===== src/rtl/uart_pkg.sv =====
// Shared types and register map constants for the memory-mapped UART transmitter.
package uart_pkg;

    typedef enum logic [1:0] {
        IDLE,
        START,
        DATA,
        STOP
    } tx_state_t;

    localparam logic [31:0] UART_TXDATA_OFF = 32'd0;
    localparam logic [31:0] UART_STATUS_OFF = 32'd4;

    localparam int STAT_FULL = 0;
    localparam int STAT_BUSY = 1;
    localparam int STAT_OVF  = 2;

endpackage


===== src/rtl/sync_fifo.sv =====
// Single-clock FIFO with registered storage; pointers wrap modulo DEPTH.
module sync_fifo #(
    parameter int WIDTH = 8,
    parameter int DEPTH = 16
) (
    input  logic                     clk,
    input  logic                     rst,
    input  logic                     push,
    input  logic                     pop,
    input  logic [WIDTH-1:0]         din,
    output logic [WIDTH-1:0]         dout,
    output logic                     full,
    output logic                     empty,
    output logic [$clog2(DEPTH):0]   count
);
    localparam int AW   = $clog2(DEPTH);
    localparam int CW   = AW + 1;

    logic [WIDTH-1:0] mem [DEPTH];
    logic [AW-1:0]    wr_ptr;
    logic [AW-1:0]    rd_ptr;
    logic             do_push;
    logic             do_pop;

    assign empty   = (count == '0);
    assign full    = (count == CW'(DEPTH));
    assign do_pop  = pop && !empty;
    // A full FIFO still accepts a push when a pop frees the head slot in the same cycle.
    assign do_push = push && (!full || do_pop);
    assign dout    = mem[rd_ptr];

    always_ff @(posedge clk) begin
        if (rst) begin
            wr_ptr <= '0;
            rd_ptr <= '0;
            count  <= '0;
        end else begin
            if (do_push) wr_ptr <= wr_ptr + 1'b1;
            if (do_pop)  rd_ptr <= rd_ptr + 1'b1;
            case ({do_push, do_pop})
                2'b10:   count <= count + 1'b1;
                2'b01:   count <= count - 1'b1;
                default: count <= count;
            endcase
        end
    end

    always_ff @(posedge clk) begin
        if (do_push) mem[wr_ptr] <= din;
    end

`ifndef SYNTHESIS
    always @(posedge clk) begin
        if (!rst && push) begin
            assert ((DEPTH & (DEPTH - 1)) == 0)
                else $error("sync_fifo: DEPTH=%0d is not a power of two", DEPTH);
        end
    end
`endif

endmodule


===== src/rtl/uart_tx_mmio.sv =====
// Store-driven 8N1 UART transmitter: TX data register feeds a FIFO, status register reports full/busy/overflow.
module uart_tx_mmio
    import uart_pkg::*;
#(
    parameter logic [31:0] BASE_ADDR  = 32'h2000_0000,
    parameter int          CLK_DIV    = 868,
    parameter int          FIFO_DEPTH = 16
) (
    input  logic        clk,
    input  logic        rst,
    input  logic        mem_write,
    input  logic        mem_read,
    input  logic [31:0] addr,
    input  logic [31:0] wdata,
    output logic [31:0] rdata,
    output logic        tx,
    output logic        tx_busy,
    output logic        fifo_full
);
    localparam int          CW          = $clog2(FIFO_DEPTH) + 1;
    localparam logic [15:0] BCNT_LAST   = 16'(CLK_DIV - 1);
    localparam logic [31:0] TXDATA_ADDR = BASE_ADDR + UART_TXDATA_OFF;
    localparam logic [31:0] STATUS_ADDR = BASE_ADDR + UART_STATUS_OFF;

    tx_state_t      state;
    tx_state_t      state_next;
    logic [15:0]    bcnt;
    logic [15:0]    bcnt_next;
    logic [2:0]     bit_idx;
    logic [2:0]     bit_idx_next;
    logic [7:0]     shift;
    logic [7:0]     shift_next;
    logic           tx_next;
    logic           bit_done;
    logic           pop;
    logic           ovf;
    logic           data_wr;
    logic           stat_wr;
    logic           stat_rd;
    logic [7:0]     head;
    logic           empty;
    logic [CW-1:0]  count;
    logic [31:0]    status;
    logic           unused;

    assign data_wr = mem_write && (addr == TXDATA_ADDR);
    assign stat_wr = mem_write && (addr == STATUS_ADDR);
    assign stat_rd = mem_read  && (addr == STATUS_ADDR);
    assign unused  = &{1'b0, wdata[31:8]};

    sync_fifo #(
        .WIDTH (8),
        .DEPTH (FIFO_DEPTH)
    ) u_fifo (
        .clk   (clk),
        .rst   (rst),
        .push  (data_wr),
        .pop   (pop),
        .din   (wdata[7:0]),
        .dout  (head),
        .full  (fifo_full),
        .empty (empty),
        .count (count)
    );

    assign tx_busy  = (state != IDLE) || (count != '0);
    assign bit_done = (bcnt == BCNT_LAST);

    // tx_next is the line level for the cycle after this edge, so tx stays a plain register.
    always_comb begin
        state_next   = state;
        bcnt_next    = bcnt;
        bit_idx_next = bit_idx;
        shift_next   = shift;
        tx_next      = tx;
        pop          = 1'b0;
        case (state)
            IDLE: begin
                if (!empty) begin
                    pop        = 1'b1;
                    shift_next = head;
                    bcnt_next  = '0;
                    state_next = START;
                    tx_next    = 1'b0;
                end
            end
            START: begin
                if (bit_done) begin
                    bcnt_next    = '0;
                    bit_idx_next = '0;
                    state_next   = DATA;
                    tx_next      = shift[0];
                end else begin
                    bcnt_next = bcnt + 1'b1;
                end
            end
            DATA: begin
                if (bit_done) begin
                    bcnt_next = '0;
                    if (bit_idx == 3'd7) begin
                        state_next = STOP;
                        tx_next    = 1'b1;
                    end else begin
                        shift_next   = {1'b0, shift[7:1]};
                        bit_idx_next = bit_idx + 1'b1;
                        tx_next      = shift[1];
                    end
                end else begin
                    bcnt_next = bcnt + 1'b1;
                end
            end
            STOP: begin
                if (bit_done) begin
                    bcnt_next = '0;
                    if (!empty) begin
                        pop        = 1'b1;
                        shift_next = head;
                        state_next = START;
                        tx_next    = 1'b0;
                    end else begin
                        state_next = IDLE;
                        tx_next    = 1'b1;
                    end
                end else begin
                    bcnt_next = bcnt + 1'b1;
                end
            end
            default: begin
                state_next = IDLE;
                tx_next    = 1'b1;
            end
        endcase
    end

    always_ff @(posedge clk) begin
        if (rst) begin
            state   <= IDLE;
            bcnt    <= '0;
            bit_idx <= '0;
            tx      <= 1'b1;
            ovf     <= 1'b0;
        end else begin
            state   <= state_next;
            bcnt    <= bcnt_next;
            bit_idx <= bit_idx_next;
            tx      <= tx_next;
            if (data_wr && fifo_full && !pop) begin
                ovf <= 1'b1;
            end else if (stat_wr && wdata[STAT_OVF]) begin
                ovf <= 1'b0;
            end
        end
    end

    always_ff @(posedge clk) begin
        shift <= shift_next;
    end

    always_comb begin
        status            = '0;
        status[STAT_FULL] = fifo_full;
        status[STAT_BUSY] = tx_busy;
        status[STAT_OVF]  = ovf;
        rdata             = stat_rd ? status : 32'h0;
    end

endmodule


===== config.mk =====
export PLATFORM = sky130hd
export DESIGN_NAME = uart_tx_mmio
export DESIGN_NICKNAME = d
export VERILOG_FILES = /design/src/rtl/uart_pkg.sv /design/src/rtl/sync_fifo.sv /design/src/rtl/uart_tx_mmio.sv
export SDC_FILE = /design/constraint.sdc
export NUM_CORES = 1
export LEC_CHECK = 0
export ABC_AREA = 1
export CAP_MARGIN = 15
export CELL_PAD_IN_SITES_DETAIL_PLACEMENT = 1
export CELL_PAD_IN_SITES_GLOBAL_PLACEMENT = 1
export CORE_AREA = 2 2 142 144
export CTS_CLUSTER_SIZE = 10
export DETAILED_ROUTE_END_ITERATION = 12
export DIE_AREA = 0 0 144 146
export PLACE_DENSITY = 0.78
export SLEW_MARGIN = 5
export SYNTH_ARGS = -nofsm -noshare
export SYNTH_HDL_FRONTEND = slang
export SYNTH_SLANG_ARGS = --single-unit

===== constraint.sdc =====
create_clock -name clk -period 3.1 [get_ports clk]
set_clock_uncertainty 0.05 [all_clocks]
set_input_delay 0.62 -clock clk [delete_from_list [all_inputs] [get_ports clk]]
set_output_delay 0.62 -clock clk [all_outputs]
set_load 0.05 [all_outputs]

Word level (Yosys, flattened, before mapping)
Memories as Yosys holds them, arrays and structs flattened. A register that Yosys moved wholly into a read port is not among the register bits.
Cells that the tools add are included.
{"block": "totals", "wordCells": 95, "latchBits": 0, "output_inout_bits": 35, "ram_bits": 128, "ff_bits": 44, "n_memories": 1, "inputBits": 68, "mem_bits_ro": 0}
{"name": "u_fifo.mem", "words": 16, "word_bits": 8, "read_ports": 1, "rd_ports_with_merged_regs": 1, "wr": 1, "line_no": "sync_fifo.sv:19", "text": "logic [WIDTH-1:0] mem [DEPTH];"}
{"block": "classes", "addsub": 6, "n_reduce_logical": 26, "n_eq_ne": 16, "n_div": 0, "bitwise": 0, "magnitude_cmp": 0, "n_mul": 0, "shift": 0, "muxes": 37}
{"op": "$eq 32x30->1 const B", "count": 2}
{"op": "$mux 16", "count": 2}
{"op": "$mux 8", "count": 4}
{"op": "$pmux 16 s2", "count": 1}
{"op": "$pmux 8 s3", "count": 1}
{"op": "$add 16x1->16 const B", "count": 1}
{"op": "$eq 16x10->1 const B", "count": 1}
{"op": "$mux 1", "count": 13}
{"op": "$mux 3", "count": 4}
{"op": "$ne 2x2->1 const B", "count": 6}
{"op": "$reduce_and 4->1", "count": 3}
{"op": "$mux 2", "count": 5}
{"op": "$pmux 5 s2", "count": 1}
{"op": "$add 4x1->4 const B", "count": 2}
{"op": "$logic_and 1x1->1", "count": 8}
{"op": "$mux 4", "count": 2}
{"op": "$pmux 2 s4", "count": 1}
{"op": "$reduce_bool 2->1", "count": 4}
{"op": "$eq 2x2->1 const B", "count": 3}
{"op": "$pmux 3 s2", "count": 1}
{"op": "$add 5x1->5 const B", "count": 1}
{"op": "$eq 5x5->1 const B", "count": 1}
{"op": "$logic_not 5->1", "count": 1}
{"op": "$reduce_and 5->1", "count": 1}
{"op": "other kinds (12)", "count": 16}

Longest topological paths before layout
{"block": "depth", "depth_word": 9, "ltp_mapped": 18, "mapped_depth_nobuf": 18}

By module
A second synthesis with hierarchy kept.
{"block": "hier_totals", "cells_unflattened": 892, "hier_area_um2": 8519.4}
{"module": "sync_fifo", "cells_per_inst": 536, "seq_area_each_um2": 4184.0, "area_per_inst_um2": 6158.4, "instances": 1}
{"module": "uart_tx_mmio", "cells_per_inst": 356, "seq_area_each_um2": 700.7, "area_per_inst_um2": 2361.0, "instances": 1}

Worst setup path after synthesis
OpenSTA, ideal clock, no wires.
{"block": "synth_path", "path_type": "input to register", "startpoint": "in addr[1]", "endpoint": "reg u_fifo.count[4]", "n_path_buf": 0, "required_ps": 2979, "setup_slack_ps": 434, "setup_time_ps": 71, "arrival_ps": 2546, "path_stages": 17, "path_cell_list": "nor2_1 -> nand3_1 -> nor2_1 -> nand2_1 -> nor2_1 -> nand2_1 -> nor2_2 -> nand2_4 -> ha_1 -> xor2_1 -> ha_1 -> inv_1 -> nand2_1 -> a31oi_1 -> xor2_1 -> nand2_1 -> a21oi_1"}
{"block": "synth_via", "elab_chain_cells": 5, "word_cells_on_any_way": 7, "classes_between": "eq/ne (3); mux (1); reduce/logical (3)"}
{"element": "start: declaration", "line_no": "uart_tx_mmio.sv:13", "text": "input logic [31:0] addr,"}
{"element": "$eq 32x30->1 (*)", "line_no": "uart_tx_mmio.sv:46", "text": "assign data_wr = mem_write && (addr == TXDATA_ADDR);"}
{"element": "$logic_and 1x1->1 (*)", "line_no": "uart_tx_mmio.sv:46"}
{"element": "$logic_and 1x1->1 (*)", "line_no": "sync_fifo.sv:29", "text": "assign do_push = push && (!full || do_pop);"}
{"element": "$eq 2x1->1 or $eq 2x2->1 (tied branches)", "line_no": "sync_fifo.sv:40", "text": "case ({do_push, do_pop})"}
{"element": "$pmux 5 s2 or $reduce_bool 2->1 (tied branches)"}
{"element": "end signal: assignment", "line_no": "sync_fifo.sv:41", "text": "2'b10: count <= count + 1'b1;"}
{"element": "end signal: assignment", "line_no": "sync_fifo.sv:42", "text": "2'b01: count <= count - 1'b1;"}
{"element": "end signal: assignment", "line_no": "sync_fifo.sv:43", "text": "default: count <= count;"}
{"element": "end: declaration", "line_no": "sync_fifo.sv:14", "text": "output logic [$clog2(DEPTH):0] count"}
Every way passes the cells marked *; elsewhere a longest branch is shown, timed or not.
A chain may end at the register's enable or synchronous reset.

Worst setup path in the final report
{"block": "layout_path", "startpoint": "reg bcnt[1]", "endpoint": "reg u_fifo.count[4]"}
{"block": "layout_via", "elab_chain_cells": 8, "word_cells_on_any_way": 10, "classes_between": "eq/ne (3); mux (3); reduce/logical (4)"}
{"element": "start: declaration", "line_no": "uart_tx_mmio.sv:27", "text": "logic [15:0] bcnt;"}
{"element": "start signal: assignment", "line_no": "uart_tx_mmio.sv:144", "text": "bcnt <= bcnt_next;"}
{"element": "$eq 16x10->1 (*)", "line_no": "uart_tx_mmio.sv:67", "text": "assign bit_done = (bcnt == BCNT_LAST);"}
{"element": "$mux 1 (*)", "line_no": "uart_tx_mmio.sv:113", "text": "if (bit_done) begin"}
{"element": "$pmux 1 s2 (*)", "line_no": "uart_tx_mmio.sv:77", "text": "case (state)"}
{"element": "$logic_and 1x1->1 (*)", "line_no": "sync_fifo.sv:27", "text": "assign do_pop = pop && !empty;"}
{"element": "$logic_or 1x1->1", "line_no": "sync_fifo.sv:29"}
{"element": "$logic_and 1x1->1", "line_no": "sync_fifo.sv:29"}
{"element": "$eq 2x1->1 or $eq 2x2->1 (tied branches)", "line_no": "sync_fifo.sv:40"}
{"element": "$pmux 5 s2 or $reduce_bool 2->1 (tied branches)"}
Marked as above.

==> flow_summary.toml <==
[outcome]
status = "completed"

[synth]
seq_area_frac_synth = 0.595
synth_area_um2 = 8210
synth-edff-count = 136
netlist_instances = 838
synth_top_area_frac = 0.498
synth_area_leaders = "edfxtp_1 (50%), dfxtp_1 (9.8%), nor2_1 (7.9%), o21ai_0 (5.1%), nand2_1 (4.7%)"
syn_avg_cell_area_um2 = 9.79
synthArstFlopShare = 0
synth_top_cell_by_area = "edfxtp_1"
ys_ff_latch = 176
yosys_warnings = 0
synth_cell_types = 41
synthFlopType = "edfxtp_1"

[cts]
clk_pin_slew_ns = 0.07
cts_tree = "done"
cts_sinks = 176
postCtsHoldBufs = 0
cts_setup_buffers = 0
clk_latency_ns = 0.44
cts_buffers = 17
cts_max_level = 4
root_buffer = "clkbuf_16"
cts_buffer_depth = 2

[timing]
post-route-min-period_ns = 2.85
maxSlewHeadroom = 0.540
max_freq_mhz = 351
hold_violations = 0
post-route-period-util = 0.919
timing.final.ws_setup_ns = 0.250
slew_violations = 0
whs_ns = 0.426
worst_pin_slew_ns = 0.688
rsz0062_at_grt = "no"
setup_viol = 0

[cells_and_area]
stdcell_area_um2 = 9720
fillCellCount = 2170
finalNonFillerCells = 1193
layout_common_cells = "nor2_1 (171), edfxtp_1 (136), nand2_1 (102)"
layout_commonest_cell = "nor2_1"
area_growth_pct = 18.4
final_nets = 1001
antennaDiodeCount = 0
drive_gt1_frac = 0.115

[setup_path]
critPathMaxFanout = 8
cp.required_ns = 3.41
cp_slowest_stage_delay_ns = 0.36
arrival_ns = 3.16
reg2regPathDepth = 17
end_kind = "flip-flop"
cpMostUsedCell = "nand2_4"
r2r_setup_slack_ns = 0.25
cp_slowest_cell = "dfxtp_1"
r2r_end = "u_fifo.count[4]"
cp-startpoint = "bcnt[1]"
start_kind = "flip-flop"
timing.rr.start = "bcnt[1]"
timing.critical_path.to = "u_fifo.count[4]"
path_cells = "ha_2, nand2_1, nor2_4, nand2_4, o21ai_2, nand2_4, nand2_4, nand2_4, ha_1, xor2_1, ha_1, inv_1, nand2_1, a31oi_1, xor2_1, nand2_1, a21oi_1"
worstSetupPathType = "flip-flop to flip-flop"

[global_route]
grt_overflow = 0
groute.usage.overall = 0.201
grt_max_degree = 65
antenna_found_initial = 0
grt_pass1_vias = 6523
grt_pass1_wl_um = 32800

[placement]
preCtsSetupSlack_ns = -0.238
portBuffers = 49
place_congestion = 0.761
dpl_cell_area_um2 = 9130
dp.cells = 1161
dp_hpwl_um = 13700

[route]
postRouteAntennaNets = 0
drc = 0
wl_met1_um = 8850
viasPerCell = 5.15
drtPass1Iterations = 4
drt_iter0_drc = 419
drt_wl_total_um = 20400
wl_met3_um = 745
highest_layer = "met4"
route.met2.wl_um = 10500
vias = 6147
avgRoutedWirePerCell_um = 17.1

[die]
initial_core_util = 0.424
core_um2 = 19300
die_w_um = 144
num_rows = 51
pin_count = 103
die_y_um = 146
dieArea_um2 = 21000

[power]
leakage_uw = 0.00351
irDropWorstVdd_mv = 0.384
pwr_density_cell_nw_per_um2 = 533

[worst_hold_path]
hold_class = "flip-flop to flip-flop"

[flow_run]
maxCapViolCount = 0
[kinds of logic after synthesis]
logic type | Yosys count | share of synthesized area
flip-flops | 176 | 0.595
adder cells (fa/ha/maj) | 18 | 0.0274
AND/OR/NAND/NOR | 356 | 0.186
AO/OA/AOI/OAI | 166 | 0.113
buffers and inverters | 111 | 0.0665
other | 1 | 0.000457
XOR/XNOR | 10 | 0.0107
[critical path, delay by kind of cell, from the launching register on]
kind | cells | cell delay, ns
simple gates | 8 | 0.81
fa+ha+maj | 3 | 0.66
compound gates | 3 | 0.49
flops | 1 | 0.36
xor+xnor | 2 | 0.34
buf+inv | 1 | 0.05
[sequential cells by signal, indices dropped and copies added, names as in the netlist, 2 cells and up, named ones only]
signal,cells
bcnt,16
bit_idx,3
shift,8
state,2
u_fifo.count,5
u_fifo.mem,128
u_fifo.rd_ptr,4
u_fifo.wr_ptr,4
[cells in the mapped netlist, types with 2 or more instances]
cell type and instances:
inv_2 5, xor2_1 8, ha_1 18, nor2_1 173, o211ai_1 30, nor2_2 3, buf_1 3, nand2_1 102
nand4_1 8, o21ai_0 83, buf_2 6, o21ai_1 5, clkbuf_1 21, a31oi_1 2, xnor2_1 2, dfxtp_1 40
a31o_2 2, nor3_1 9, nand3b_1 2, edfxtp_1 136, nor3b_1 2, inv_1 44, buf_4 29, nand2_2 3
a21oi_1 39, nand3_1 42, nand2_4 7
[per-stage QoR]
step	setup TNS [ns]	power (uW)	util
4_1_cts	0	5210	0.502
5_1_grt	0	5370	0.503
6_report	0	5180	0.503
3_5_place_dp	-0.518	3170	0.472
3_3_place_gp	-0.395	3150	0.472
2_1_floorplan	0	3000	-
[worst min-delay path by stage]
| stage | end | from | cells past startpoint | slack (ns) |
|---|---|---|---|---|
| after detailed placement | bit_idx[1] | bit_idx[1] | 2 | 0.42 |
| final | bit_idx[1] | bit_idx[1] | 2 | 0.43 |
| after global routing | bcnt[0] | bcnt[0] | 1 | 0.45 |
| after CTS | bit_idx[1] | bit_idx[1] | 2 | 0.43 |
| after floorplan | bit_idx[1] | bit_idx[1] | 2 | 0.39 |
| after global placement | bit_idx[1] | bit_idx[1] | 2 | 0.41 |
[layout make-up]
type / count / area, um^2 / area share
clock buffer: 17 / 425 / 0.0438
clock inverter: 15 / 140 / 0.0144
inverter: 51 / 196 / 0.0202
multi-input combinational: 579 / 2900 / 0.298
sequential: 176 / 4890 / 0.503
tap: 265 / 332 / 0.0341
timing repair buffer: 90 / 838 / 0.0863
[report_power, final]
group | total (uW) | internal, uW | switching (uW) | leakage (uW)
Clock | 2070 | 1060 | 1000 | 0.000276
Combinational | 511 | 157 | 355 | 0.00168
Sequential | 2600 | 2580 | 22.2 | 0.00155
Total | 5180 | 3800 | 1380 | 0.00351
[per-layer routing]
metal | track usage | vias up
met5 | 0 | -
met4 | 0.0603 | 0
met3 | 0.0385 | 28
met2 | 0.350 | 134
met1 | 0.253 | 3001
li1 | - | 2984
[repair_timing]
item / 4_1_cts / 5_1_grt
resized for setup: 0 / 6
setup endpoints to repair: 0 / 4
endpoints found under the hold margin: 0 / 0
No activity file was read; power rests on OpenSTA's default activity.
